File: src/rtl/clk_monitor.sv
// clk_monitor: measures mon_clk high/low phase lengths in clk cycles and flags window errors.
// Define CLK_MON_STALL_EN to build the stopped-clock timeout; without it stall stays 0.
module clk_monitor #(
   parameter int unsigned CNT_W    = 16,
   parameter int unsigned EXP_HIGH = 5,
   parameter int unsigned EXP_LOW  = 5,
   parameter int unsigned TOL      = 1,
   parameter int unsigned TIMEOUT  = 64
) (
   input  logic             clk,
   input  logic             rst_n,
   input  logic             mon_clk,
   input  logic             en,
   input  logic             err_clr,
   output logic [CNT_W-1:0] meas_high,
   output logic [CNT_W-1:0] meas_low,
   output logic             meas_valid,
   output logic             high_err,
   output logic             low_err,
   output logic             stall,
   output logic [7:0]       err_cnt
);

   localparam int unsigned ERR_W = 8;
   localparam logic [CNT_W-1:0] CNT_MAX    = '1;
   localparam logic [ERR_W-1:0] ERR_MAX    = '1;
   localparam logic [CNT_W:0]   EXP_HIGH_W = (CNT_W+1)'(EXP_HIGH);
   localparam logic [CNT_W:0]   EXP_LOW_W  = (CNT_W+1)'(EXP_LOW);
   localparam logic [CNT_W:0]   TOL_W      = (CNT_W+1)'(TOL);
   localparam logic [CNT_W-1:0] TIMEOUT_W  = CNT_W'(TIMEOUT);
`ifdef CLK_MON_STALL_EN
   localparam bit STALL_EN = 1'b1;
`else
   localparam bit STALL_EN = 1'b0;
`endif

   typedef enum logic [1:0] {S_IDLE, S_ARM, S_HIGH, S_LOW} state_e;

   state_e           state_q, state_d;
   logic             sync1_q, sync1_d, sync2_q, sync2_d, prev_q, prev_d;
   logic [2:0]       vld_q, vld_d;
   logic             rise_q, rise_d, fall_q, fall_d;
   logic [CNT_W-1:0] cnt_q, cnt_d;
   logic [CNT_W-1:0] meas_high_q, meas_high_d, meas_low_q, meas_low_d;
   logic             meas_valid_q, meas_valid_d;
   logic             high_err_q, high_err_d, low_err_q, low_err_d;
   logic             stall_q, stall_d;
   logic [ERR_W-1:0] err_cnt_q, err_cnt_d;
   logic             edge_c, timeout_c, err_inc_c;

   function automatic logic out_of_window(input logic [CNT_W-1:0] m, input logic [CNT_W:0] exp_len);
      logic [CNT_W:0] m_w;
      logic [CNT_W:0] diff;
      m_w  = {1'b0, m};
      diff = (m_w > exp_len) ? (m_w - exp_len) : (exp_len - m_w);
      return (diff > TOL_W) || (m == CNT_MAX);
   endfunction

   // Synchronizer and edge detect; edges are masked until prev holds a real post-reset sample
   always_comb begin
      sync1_d = mon_clk;
      sync2_d = sync1_q;
      prev_d  = sync2_q;
      vld_d   = {vld_q[1:0], 1'b1};
      rise_d  = vld_q[2] & sync2_q & ~prev_q;
      fall_d  = vld_q[2] & ~sync2_q & prev_q;
   end

   assign edge_c    = rise_q | fall_q;
   assign timeout_c = STALL_EN && ((state_q == S_HIGH) || (state_q == S_LOW)) &&
                      !edge_c && (cnt_q == TIMEOUT_W);

   always_ff @(posedge clk or negedge rst_n) begin
      if (!rst_n) state_q <= S_IDLE;
      else        state_q <= state_d;
   end

   always_comb begin
      state_d = state_q;
      if (!en) begin
         state_d = S_IDLE;
      end else begin
         case (state_q)
            S_IDLE:  state_d = S_ARM;
            S_ARM:   if (rise_q) state_d = S_HIGH;
            S_HIGH:  if (fall_q) state_d = S_LOW;  else if (timeout_c) state_d = S_ARM;
            S_LOW:   if (rise_q) state_d = S_HIGH; else if (timeout_c) state_d = S_ARM;
            default: state_d = S_IDLE;
         endcase
      end
   end

   always_comb begin
      cnt_d        = cnt_q;
      meas_high_d  = meas_high_q;
      meas_low_d   = meas_low_q;
      meas_valid_d = 1'b0;
      high_err_d   = 1'b0;
      low_err_d    = 1'b0;
      stall_d      = stall_q;

      if (state_q == S_IDLE)     cnt_d = '0;
      else if (edge_c)           cnt_d = CNT_W'(1);
      else if (cnt_q != CNT_MAX) cnt_d = cnt_q + CNT_W'(1);

      if (!en || (state_q == S_IDLE)) stall_d = 1'b0;
      else if (edge_c)                stall_d = 1'b0;
      else if (timeout_c)             stall_d = 1'b1;

      if (en && (state_q == S_HIGH) && fall_q) begin
         meas_high_d = cnt_q;
         high_err_d  = out_of_window(cnt_q, EXP_HIGH_W);
      end
      if (en && (state_q == S_LOW) && rise_q) begin
         meas_low_d   = cnt_q;
         meas_valid_d = 1'b1;
         low_err_d    = out_of_window(cnt_q, EXP_LOW_W);
      end

      // Error sources are mutually exclusive in any one cycle
      err_inc_c = high_err_d | low_err_d | (stall_d & ~stall_q);
      if (err_clr)                            err_cnt_d = ERR_W'(err_inc_c);
      else if (err_inc_c && err_cnt_q != ERR_MAX) err_cnt_d = err_cnt_q + ERR_W'(1);
      else                                    err_cnt_d = err_cnt_q;
   end

   always_ff @(posedge clk or negedge rst_n) begin
      if (!rst_n) begin
         sync1_q      <= 1'b0;
         sync2_q      <= 1'b0;
         prev_q       <= 1'b0;
         vld_q        <= '0;
         rise_q       <= 1'b0;
         fall_q       <= 1'b0;
         cnt_q        <= '0;
         meas_high_q  <= '0;
         meas_low_q   <= '0;
         meas_valid_q <= 1'b0;
         high_err_q   <= 1'b0;
         low_err_q    <= 1'b0;
         stall_q      <= 1'b0;
         err_cnt_q    <= '0;
      end else begin
         sync1_q      <= sync1_d;
         sync2_q      <= sync2_d;
         prev_q       <= prev_d;
         vld_q        <= vld_d;
         rise_q       <= rise_d;
         fall_q       <= fall_d;
         cnt_q        <= cnt_d;
         meas_high_q  <= meas_high_d;
         meas_low_q   <= meas_low_d;
         meas_valid_q <= meas_valid_d;
         high_err_q   <= high_err_d;
         low_err_q    <= low_err_d;
         stall_q      <= stall_d;
         err_cnt_q    <= err_cnt_d;
      end
   end

   assign meas_high  = meas_high_q;
   assign meas_low   = meas_low_q;
   assign meas_valid = meas_valid_q;
   assign high_err   = high_err_q;
   assign low_err    = low_err_q;
   assign stall      = stall_q & STALL_EN;
   assign err_cnt    = err_cnt_q;

endmodule

File: config.mk
export PLATFORM = sky130hd
export DESIGN_NAME = clk_monitor
export DESIGN_NICKNAME = d
export VERILOG_FILES = /design/src/rtl/clk_monitor.sv
export SDC_FILE = /design/constraint.sdc
export NUM_CORES = 1
export LEC_CHECK = 0
export ABC_AREA = 1
export BUFFER_PORTS_ARGS = -buffer_cell sky130_fd_sc_hd__buf_2
export CORE_UTILIZATION = 45
export CTS_CLUSTER_SIZE = 25
export DETAILED_ROUTE_END_ITERATION = 8
export HOLD_SLACK_MARGIN = 0.03
export PLACE_DENSITY_LB_ADDON = 0.15
export REMOVE_ABC_BUFFERS = 1
export SETUP_SLACK_MARGIN = 0.2
export SYNTH_ARGS = -nofsm -noshare
export SYNTH_HDL_FRONTEND = slang
export SYNTH_SLANG_ARGS = --single-unit
File: constraint.sdc
create_clock -name clk -period 2.7 [get_ports clk]
set_input_delay 0.27 -clock clk [delete_from_list [all_inputs] [get_ports clk]]
set_output_delay 0.27 -clock clk [all_outputs]
set_load 0.01 [all_outputs]
==> flow_metrics.tcl, run 1 <==
set metrics [dict create \
    n_fill_cell 731 \
    yosys_warnings 0 \
    ant_nets 0 \
    startpoint "cnt_q[1]" \
    drt_wl_total_mm 8.46 \
    grt_pass1_wl_mm 14.4 \
    die_h_um 91.5 \
    final_nets 548 \
    power.leakage_nw 2.35 \
    gp_congestion 0.873 \
    cp.required_ns 2.94 \
    critPathKind "register to register" \
    cap_violations 0 \
    cp_top_family "simple AND/OR/NAND/NOR gates" \
    post-place-ws_ns 0.108 \
    drive_gt1_frac 0.237 \
    setup_ws_ns 0.331 \
    worstSetupEndpoint "err_cnt[7]" \
    vias_per_cell 5.08 \
    synth_top_area_share 0.479 \
    critPathBufInv 2 \
    dpl_cell_area_um2 3960 \
    cts_tree "done" \
    antenna_cells 0 \
    area_growth_pct 23.1 \
    final_common_cell "nand2_1" \
    initial_core_util 0.466 \
    slowest_stage "dfrtp_1" \
    final_area_um2 4430 \
    die_width_um 91.5 \
    min_path_type "input port to register" \
    final_cell_mix "nand2_1 (104), dfrtp_1 (67), nor2_1 (64)" \
    netlist.top_cell.by_area "dfrtp_1" \
    cpPeakStageDelay_ns 0.42 \
    grt_util_met1 0.286 \
    timing.final.hold_violations 0 \
    cp.depth 18 \
    num_vias 3259 \
    final.period_utilization 0.877 \
    netlist_instances 463 \
    yosysSeqAreaShare 0.479 \
    dieArea_um2 8370 \
    drc_errors 0 \
    grt_setup_unrepaired "yes" \
    grt.total_usage 0.217 \
    timing.rr.start "cnt_q[1]" \
    power_density_nw_per_um2 684 \
    cp_max_fo 7 \
    htreeDepth 3 \
    synth.avg_cell_area_um2 7.78 \
    regToRegSetupSlack_ns 0.33 \
    relSlewSlack 0.614 \
    overflow 0 \
    grt_max_degree 29 \
    whs_ns 0.214 \
    dp_hpwl_mm 5.98 \
    vdd_drop_max_mv 0.403 \
    worst_clock_skew_ns 0.00677 \
    use_met3 0.0352 \
    yosys-top-cells-area "dfrtp_1 (48%), nand2_1 (12%), nor2_1 (7.0%), o21ai_0 (5.1%), inv_1 (4.6%)" \
    coreArea_um2 7730 \
    fmax_mhz 422 \
    cp-start-kind "register" \
    firstDrtPassIters 5 \
    grt_busiest_layer "met2" \
    row_count 32 \
    status "finished clean" \
    io_pins 49 \
    worstSetupEndpointType "register" \
    cpMostUsedCell "nand2_2" \
    worst_slew_pin_slew_ns 0.578 \
    r2r_end "err_cnt[7]" \
    final.min_clock_period_ns 2.37 \
    crit_arrival_ns 2.61 \
    drt_iter0_drc 165 \
    clkSinkCount 69 \
    root_buffer "clkbuf_8" \
    synth_cell_types 32 \
    wl_per_cell_um 13.2 \
    io_buffers 47 \
    tns_ns 0 \
    insertion_delay_ns 0.35 \
    worstPathCellList "inv_2, ha_4, nand2_2, nand2_4, nor2_4, nand3_4, nand2_4, buf_4, nand2_2, nand2_1, nor2_1, nand2_1, nor2_2, nand2_2, o211ai_4, nand2_4, nand2_2, nand2_2" \
    clock_tree.buffer_depth 2 \
    netlist_area_um2 3600 \
    worst_r2r_path_depth 18 \
    cts_inserted_buffers 9 \
    finalSetupViolCount 0 \
    slew_violations 0 \
    antenna_found_initial 0 \
    grt_pass1_vias 3089 \
    grtUsageMet2 0.348 \
    ys_seq_elements 69 \
    cts.clk_slew.worst_paths_ns 0.07 \
]
==> layer usage <==
metal	vias to the layer above	routed length (µm)
li1	1639	-
met2	81	3920
met5	-	0
met3	19	329
met4	0	238
met1	1520	3970
==> flip-flops by register name (all words and copies together), names as in the netlist, 2 cells and up <==
signal,flops
cnt_q,16
meas_high,16
err_cnt,8
state_q,2
vld_q,3
meas_low,16
==> area by class of cell <==
cell class | instances | area, µm² | share of cell area
Clock buffer | 11 | 141 | 0.0319
Clock inverter | 4 | 72.6 | 0.0164
Inverter | 50 | 195 | 0.0440
Multi-Input combinational cell | 337 | 1750 | 0.396
Sequential cell | 69 | 1730 | 0.390
Tap cell | 102 | 128 | 0.0288
Timing Repair Buffer | 69 | 413 | 0.0931
==> metrics by stage <==
step                utilization  power [W]  std cells
global route              0.574    0.00322        642
global placement          0.513    0.00194        608
CTS                       0.546    0.00291        628
floorplan                     -    0.00172        455
finish                    0.574    0.00303        642
detailed placement        0.513    0.00196        608
==> logic make-up (layout without fill, tap and decap cells) <==
group,count (synthesis),count (layout),synth area share
AO/OA/AOI/OAI,77,78,0.117
flip-flops,69,69,0.479
buffers and inverters,58,134,0.0629
other,2,2,0.00208
AND/OR/NAND/NOR,240,240,0.290
adder cells (fa/ha/maj),7,7,0.0243
XOR/XNOR,10,10,0.0243
==> how the worst min path moves through the flow <==
stage | from | to | cells past startpoint
2_1_floorplan | rst_n | cnt_q[0] | 0
3_3_place_gp | rst_n | meas_high[13] | 1
3_5_place_dp | rst_n | meas_high[13] | 1
4_1_cts | en | state_q[1] | 3
5_1_grt | en | state_q[1] | 3
6_report | en | state_q[1] | 3
==> cell usage after synthesis, drive strengths merged <==
cell type	instances
conb	2
nand2	125
o21bai	1
a21boi	1
nor2	76
o311ai	1
nand4	5
clkinv	2
ha	7
clkbuf	7
nand3	27
inv	48
xor2	8
xnor2	2
nor4	1
dfrtp	69
nor3	6
a221oi	1
o21ai	39
buf	1
o211ai	2
a21oi	28
a31oi	4
==> worst min-delay path, delay by kind of cell <==
family / cells / cell delay (ns)
AOI/OAI and AO/OA: 1 / 0.09
buffers and inverters: 2 / 0.17
==> repair_timing <==
action,4_1_cts,5_1_grt
setup endpoints to repair,8,8
pin swaps,1,14
endpoints found under the hold margin,16,0
setup buffers,3,13
hold buffers,2,0
resized for setup,1,31
gates cloned,0,1
==> power by group <==
part / internal [W] / leakage, nW / switching [W] / total (W)
clock network: 0.000539 / 0.105 / 0.000379 / 0.000918
registers: 0.00117 / 0.928 / 0.0000956 / 0.00126
logic: 0.000369 / 1.32 / 0.000479 / 0.000848
No activity file was read; power rests on OpenSTA's default activity.
==> run 2, diff against run 1 <==
Settings changed: CORE_MARGIN from default to 2.
==> flow_metrics.tcl, run 2 (synthesis gave the netlist of run 1 again) <==
set metrics [dict create \
    status "finished clean" \
    final.min_clock_period_ns 2.37 \
    drt_wl_total_mm 8.42 \
    clkSinkCount 69 \
    internal_power_w 0.00191 \
    p_clk_frac 0.268 \
    vias_per_cell 5.10 \
    cp-start-kind "register" \
    drive_gt1_frac 0.234 \
    grt_pass1_vias 3013 \
    insertion_delay_ns 0.36 \
    final_common_cell "nand2_1" \
    dieArea_um2 8740 \
    worst_clock_skew_ns 0.0106 \
    pwr-share-comb 0.297 \
    p_total_w 0.00290 \
    dp_hpwl_mm 5.98 \
    ant_nets 0 \
    grt_max_degree 36 \
    cp.required_ns 2.94 \
    crit_arrival_ns 2.62 \
    area_growth_pct 21.9 \
    p_sw_w 0.000981 \
    cts_inserted_buffers 9 \
    cp_max_fo 7 \
    io_pins 49 \
    antenna_cells 0 \
    final_cell_mix "nand2_1 (107), dfrtp_1 (67), nor2_1 (64)" \
    grt_setup_unrepaired "no" \
    cts.clk_slew.worst_paths_ns 0.07 \
    overflow 0 \
    drc_errors 0 \
    num_vias 3268 \
    min_path_type "input port to asynchronous set/reset pin" \
    final.period_utilization 0.879 \
    power_density_nw_per_um2 659 \
    final_nets 546 \
    wl_per_cell_um 13.1 \
    row_count 32 \
    vdd_drop_max_mv 0.411 \
    cap_violations 0 \
    grt_pass1_wl_mm 14.1 \
    grt.total_usage 0.203 \
    timing.rr.start "cnt_q[1]" \
    io_buffers 47 \
    die_width_um 93.5 \
    finalSetupViolCount 0 \
    startpoint "cnt_q[1]" \
    fmax_mhz 421 \
    worst_slew_pin_slew_ns 0.803 \
    timing.final.hold_violations 0 \
    tns_ns 0 \
    slew_violations 0 \
    antenna_found_initial 0 \
    cts_tree "done" \
    root_buffer "clkbuf_8" \
    firstDrtPassIters 4 \
    critPathKind "register to register" \
    gp_congestion 0.913 \
    worstSetupEndpointType "register" \
    die_h_um 93.5 \
    drt_iter0_drc 187 \
    clock_tree.buffer_depth 2 \
    relSlewSlack 0.465 \
    htreeDepth 3 \
    initial_core_util 0.466 \
    fin_util 0.568 \
    power.leakage_nw 2.34 \
    coreArea_um2 7730 \
    swShare 0.339 \
    pwr-share-seq 0.436 \
]
-- run 2: cell types whose count changed in the layout (fill, tap and decap cells not counted), sizes merged --
cell and delta:
dlygate4sd3 -1, clkbuf +1, buf -1, bufinv -2, clkinv +2
-- run 2: worst max-delay path, stage by stage (launching register included) --
cell and delay (ns):
dfrtp_1 0.42, inv_2 0.11, ha_4 0.18, nand2_4 0.07, nand2_4 0.07, nor2_4 0.16
nand3_4 0.14, nand2_4 0.14, inv_4 0.06, nand2_1 0.06, nand2_1 0.04, nor2_1 0.11
nand2_1 0.07, nor2_2 0.15, nand2_2 0.09, o211ai_4 0.12, nand2_4 0.13, nand2_2 0.08
nand2_1 0.04
-- run 2: path summary, 6_finish.rpt --
check,to,slack (ns),depth (start not counted)
setup / recovery,err_cnt[6],0.33,18
hold / removal,meas_high[12],0.002,1
setup reg to reg,err_cnt[6],0.33,18
hold reg to reg,prev_d,0.35,0
max in group asynchronous,cnt_q[2],2.04,2
min in group clk,state_q[1],0.20,3
-- run 2: final cells by class --
cell class / instances / area, µm²
Tap cell: 102 / 128
Inverter: 50 / 193
Clock buffer: 12 / 155
Sequential cell: 69 / 1730
Clock inverter: 4 / 22.5
Multi-Input combinational cell: 337 / 1760
Timing Repair Buffer: 67 / 404
Fill cell: 725 / 3340
-- run 2: stage by stage --
step | instances | worst slack [ns] | instance area, µm² | hold slack (ns)
6_report | 641 | 0.327 | 4390 | 0.00192
5_1_grt | 641 | 0.169 | 4390 | 0.0658
4_1_cts | 629 | 0.253 | 4200 | 0.0319
3_5_place_dp | 608 | 0.0919 | 3980 | 0.336
3_3_place_gp | 608 | 0.200 | 3980 | 0.332
2_1_floorplan | 455 | 0.462 | 3570 | -0.0256
-- run 2: timing repair --
item | CTS | global route
pin swaps | 1 | 14
buffers inserted | 4 | 11
hold buffers | 1 | 0
endpoints found under the hold margin | 1 | 0
endpoints found under the setup margin | 8 | 11
gates resized for setup | 1 | 29
gates cloned | 0 | 1
-- run 2: power groups by stage --
stage | sequential, W | combinational [W] | clock (W)
final | 0.00126 | 0.000860 | 0.000775
after global routing | 0.00128 | 0.000966 | 0.000834
after CTS | 0.00125 | 0.000715 | 0.000789
after detailed placement | 0.00128 | 0.000680 | 0
after global placement | 0.00127 | 0.000673 | 0
after floorplan | 0.00132 | 0.000403 | 0
-- run 2: metal layers --
metal / GRT usage / part of all wire / up-vias / routed length [µm]
li1: - / - / 1632 / -
met1: 0.281 / 0.48 / 1546 / 4030
met2: 0.317 / 0.46 / 77 / 3860
met3: 0.0346 / 0.044 / 13 / 368
met4: 0.0821 / 0.019 / 0 / 158
met5: 0 / 0 / - / 0
==> run 3, diff against run 2 <==
Settings changed: CTS_BUF_LIST from default to sky130_fd_sc_hd__clkbuf_16, SETUP_SLACK_MARGIN 0.2 to default.
==> flow_metrics.tcl, run 3 (synthesis gave the netlist of run 1 again) <==
set metrics [dict create \
    row_count 32 \
    htreeDepth 3 \
    finalSetupViolCount 0 \
    cap_violations 0 \
    area_growth_pct 18.4 \
    drc_errors 0 \
    r2r_end "err_cnt[7]" \
    min_path_type "input port to asynchronous set/reset pin" \
    gp_congestion 0.913 \
    final.min_clock_period_ns 2.44 \
    n_fill_cell 738 \
    pwr-share-seq 0.424 \
    power.leakage_nw 2.29 \
    cts_tree "done" \
    drt_wl_total_mm 8.06 \
    final_cells 626 \
    timing.rr.start "cnt_q[1]" \
    antenna_found_initial 0 \
    grt_setup_unrepaired "no" \
    cp.required_ns 2.92 \
    grt.total_usage 0.205 \
    initial_core_util 0.466 \
    pwr-share-comb 0.232 \
    die_h_um 93.5 \
    status "finished clean" \
    grt_pass1_wl_mm 14.2 \
    internal_power_w 0.00204 \
    crit_arrival_ns 2.66 \
    place_inst 608 \
    tns_ns 0 \
    cts.clk_slew.worst_paths_ns 0.06 \
    grt_pass1_vias 3022 \
    firstDrtPassIters 6 \
    ctsHoldBuffers 0 \
    vias_per_cell 5.13 \
    final_common_cell "nand2_1" \
    insertion_delay_ns 0.33 \
    p_clk_frac 0.344 \
    power_density_nw_per_um2 697 \
    drt_iter0_drc 188 \
    swShare 0.314 \
    worst_slew_pin_slew_ns 0.797 \
    io_buffers 47 \
    io_pins 49 \
    vdd_drop_max_mv 0.368 \
    overflow 0 \
    dieArea_um2 8740 \
    clock_tree.buffer_depth 2 \
    worst_r2r_path_depth 18 \
    worst_clock_skew_ns 0.00680 \
    seq_area_um2 1730 \
    dp_hpwl_mm 5.98 \
    clkSinkCount 69 \
    fmax_mhz 410 \
    cp-start-kind "register" \
    root_buffer "clkbuf_16" \
    critPathKind "register to register" \
    timing.final.hold_violations 0 \
    slew_violations 0 \
    final.period_utilization 0.902 \
    grt_max_degree 36 \
    wl_per_cell_um 12.9 \
    final_cell_mix "nand2_1 (114), dfrtp_1 (68), nor2_1 (64)" \
    relSlewSlack 0.468 \
    worstSetupEndpointType "register" \
    cp_max_fo 9 \
    die_width_um 93.5 \
    drive_gt1_frac 0.185 \
    p_sw_w 0.000935 \
    coreArea_um2 7730 \
    final_nets 531 \
    ant_nets 0 \
    num_vias 3212 \
    multi_input_area_um2 1670 \
    antenna_cells 0 \
    regToRegSetupSlack_ns 0.26 \
    cts_inserted_buffers 9 \
]
-- run 3: layer usage --
metal,routed length [µm],vias to the layer above,GRT usage
met5,0,-,0
met3,393,11,0.0419
met2,3690,88,0.320
met1,3850,1506,0.283
met4,129,0,0.0748
li1,-,1607,-
-- run 3: area by class of cell --
type,count,share of cell area
clock buffer,9,0.0528
tap,102,0.0299
inverter,50,0.0452
timing repair buffer,53,0.0686
sequential,69,0.405
multi-input combinational,336,0.391
clock inverter,7,0.00792
-- run 3: power groups by stage --
stage               registers (W)  logic [W]  clock network [W]
detailed placement        0.00128   0.000680                  0
CTS                       0.00126   0.000683            0.00105
global route              0.00128   0.000800            0.00110
floorplan                 0.00132   0.000403                  0
global placement          0.00127   0.000673                  0
finish                    0.00126   0.000689            0.00102
-- run 3: worst max path at each step --
stage / from / endpoint / slack (ns) / depth (start not counted)
2_1_floorplan: cnt_q[1] / err_cnt[1] / 0.46 / 18
3_3_place_gp: cnt_q[1] / err_cnt[5] / 0.20 / 18
3_5_place_dp: cnt_q[1] / err_cnt[1] / 0.09 / 18
4_1_cts: cnt_q[1] / err_cnt[7] / 0.06 / 18
5_1_grt: cnt_q[1] / err_cnt[7] / 0.02 / 17
6_report: cnt_q[1] / err_cnt[7] / 0.26 / 18
-- run 3: critical path, cell delays in order (launching register included) --
cell and delay (ns):
dfrtp_2 0.41, inv_2 0.09, ha_1 0.20, nand2_1 0.08, nand2_2 0.10, nor2_4 0.20, nand3_4 0.15, nand2_4 0.14
inv_4 0.06, nand2_1 0.05, nand2_1 0.04, nor2_1 0.08, nand2_1 0.07, nor2_2 0.16, nand2_2 0.08, o211ai_4 0.14
nand2_4 0.12, nand2_1 0.08, nand2_1 0.05
-- run 3: timing repair --
| action | in CTS | in global routing |
|---|---|---|
| setup endpoints to repair | 0 | 8 |
| buffers inserted | 0 | 2 |
| resized for setup | 0 | 7 |
-- run 3: per-stage QoR --
| step | utilization | hold slack, ns | total power, W | worst slack (ns) | instance area [µm²] |
|---|---|---|---|---|---|
| after floorplan | - | -0.0256 | 0.00172 | 0.462 | 3570 |
| after global placement | 0.515 | 0.332 | 0.00194 | 0.200 | 3980 |
| after detailed placement | 0.515 | 0.336 | 0.00196 | 0.0919 | 3980 |
| after CTS | 0.548 | 0.0351 | 0.00300 | 0.0627 | 4240 |
| after global routing | 0.552 | 0.0385 | 0.00318 | 0.0188 | 4270 |
| final | 0.552 | 0.0268 | 0.00297 | 0.263 | 4270 |
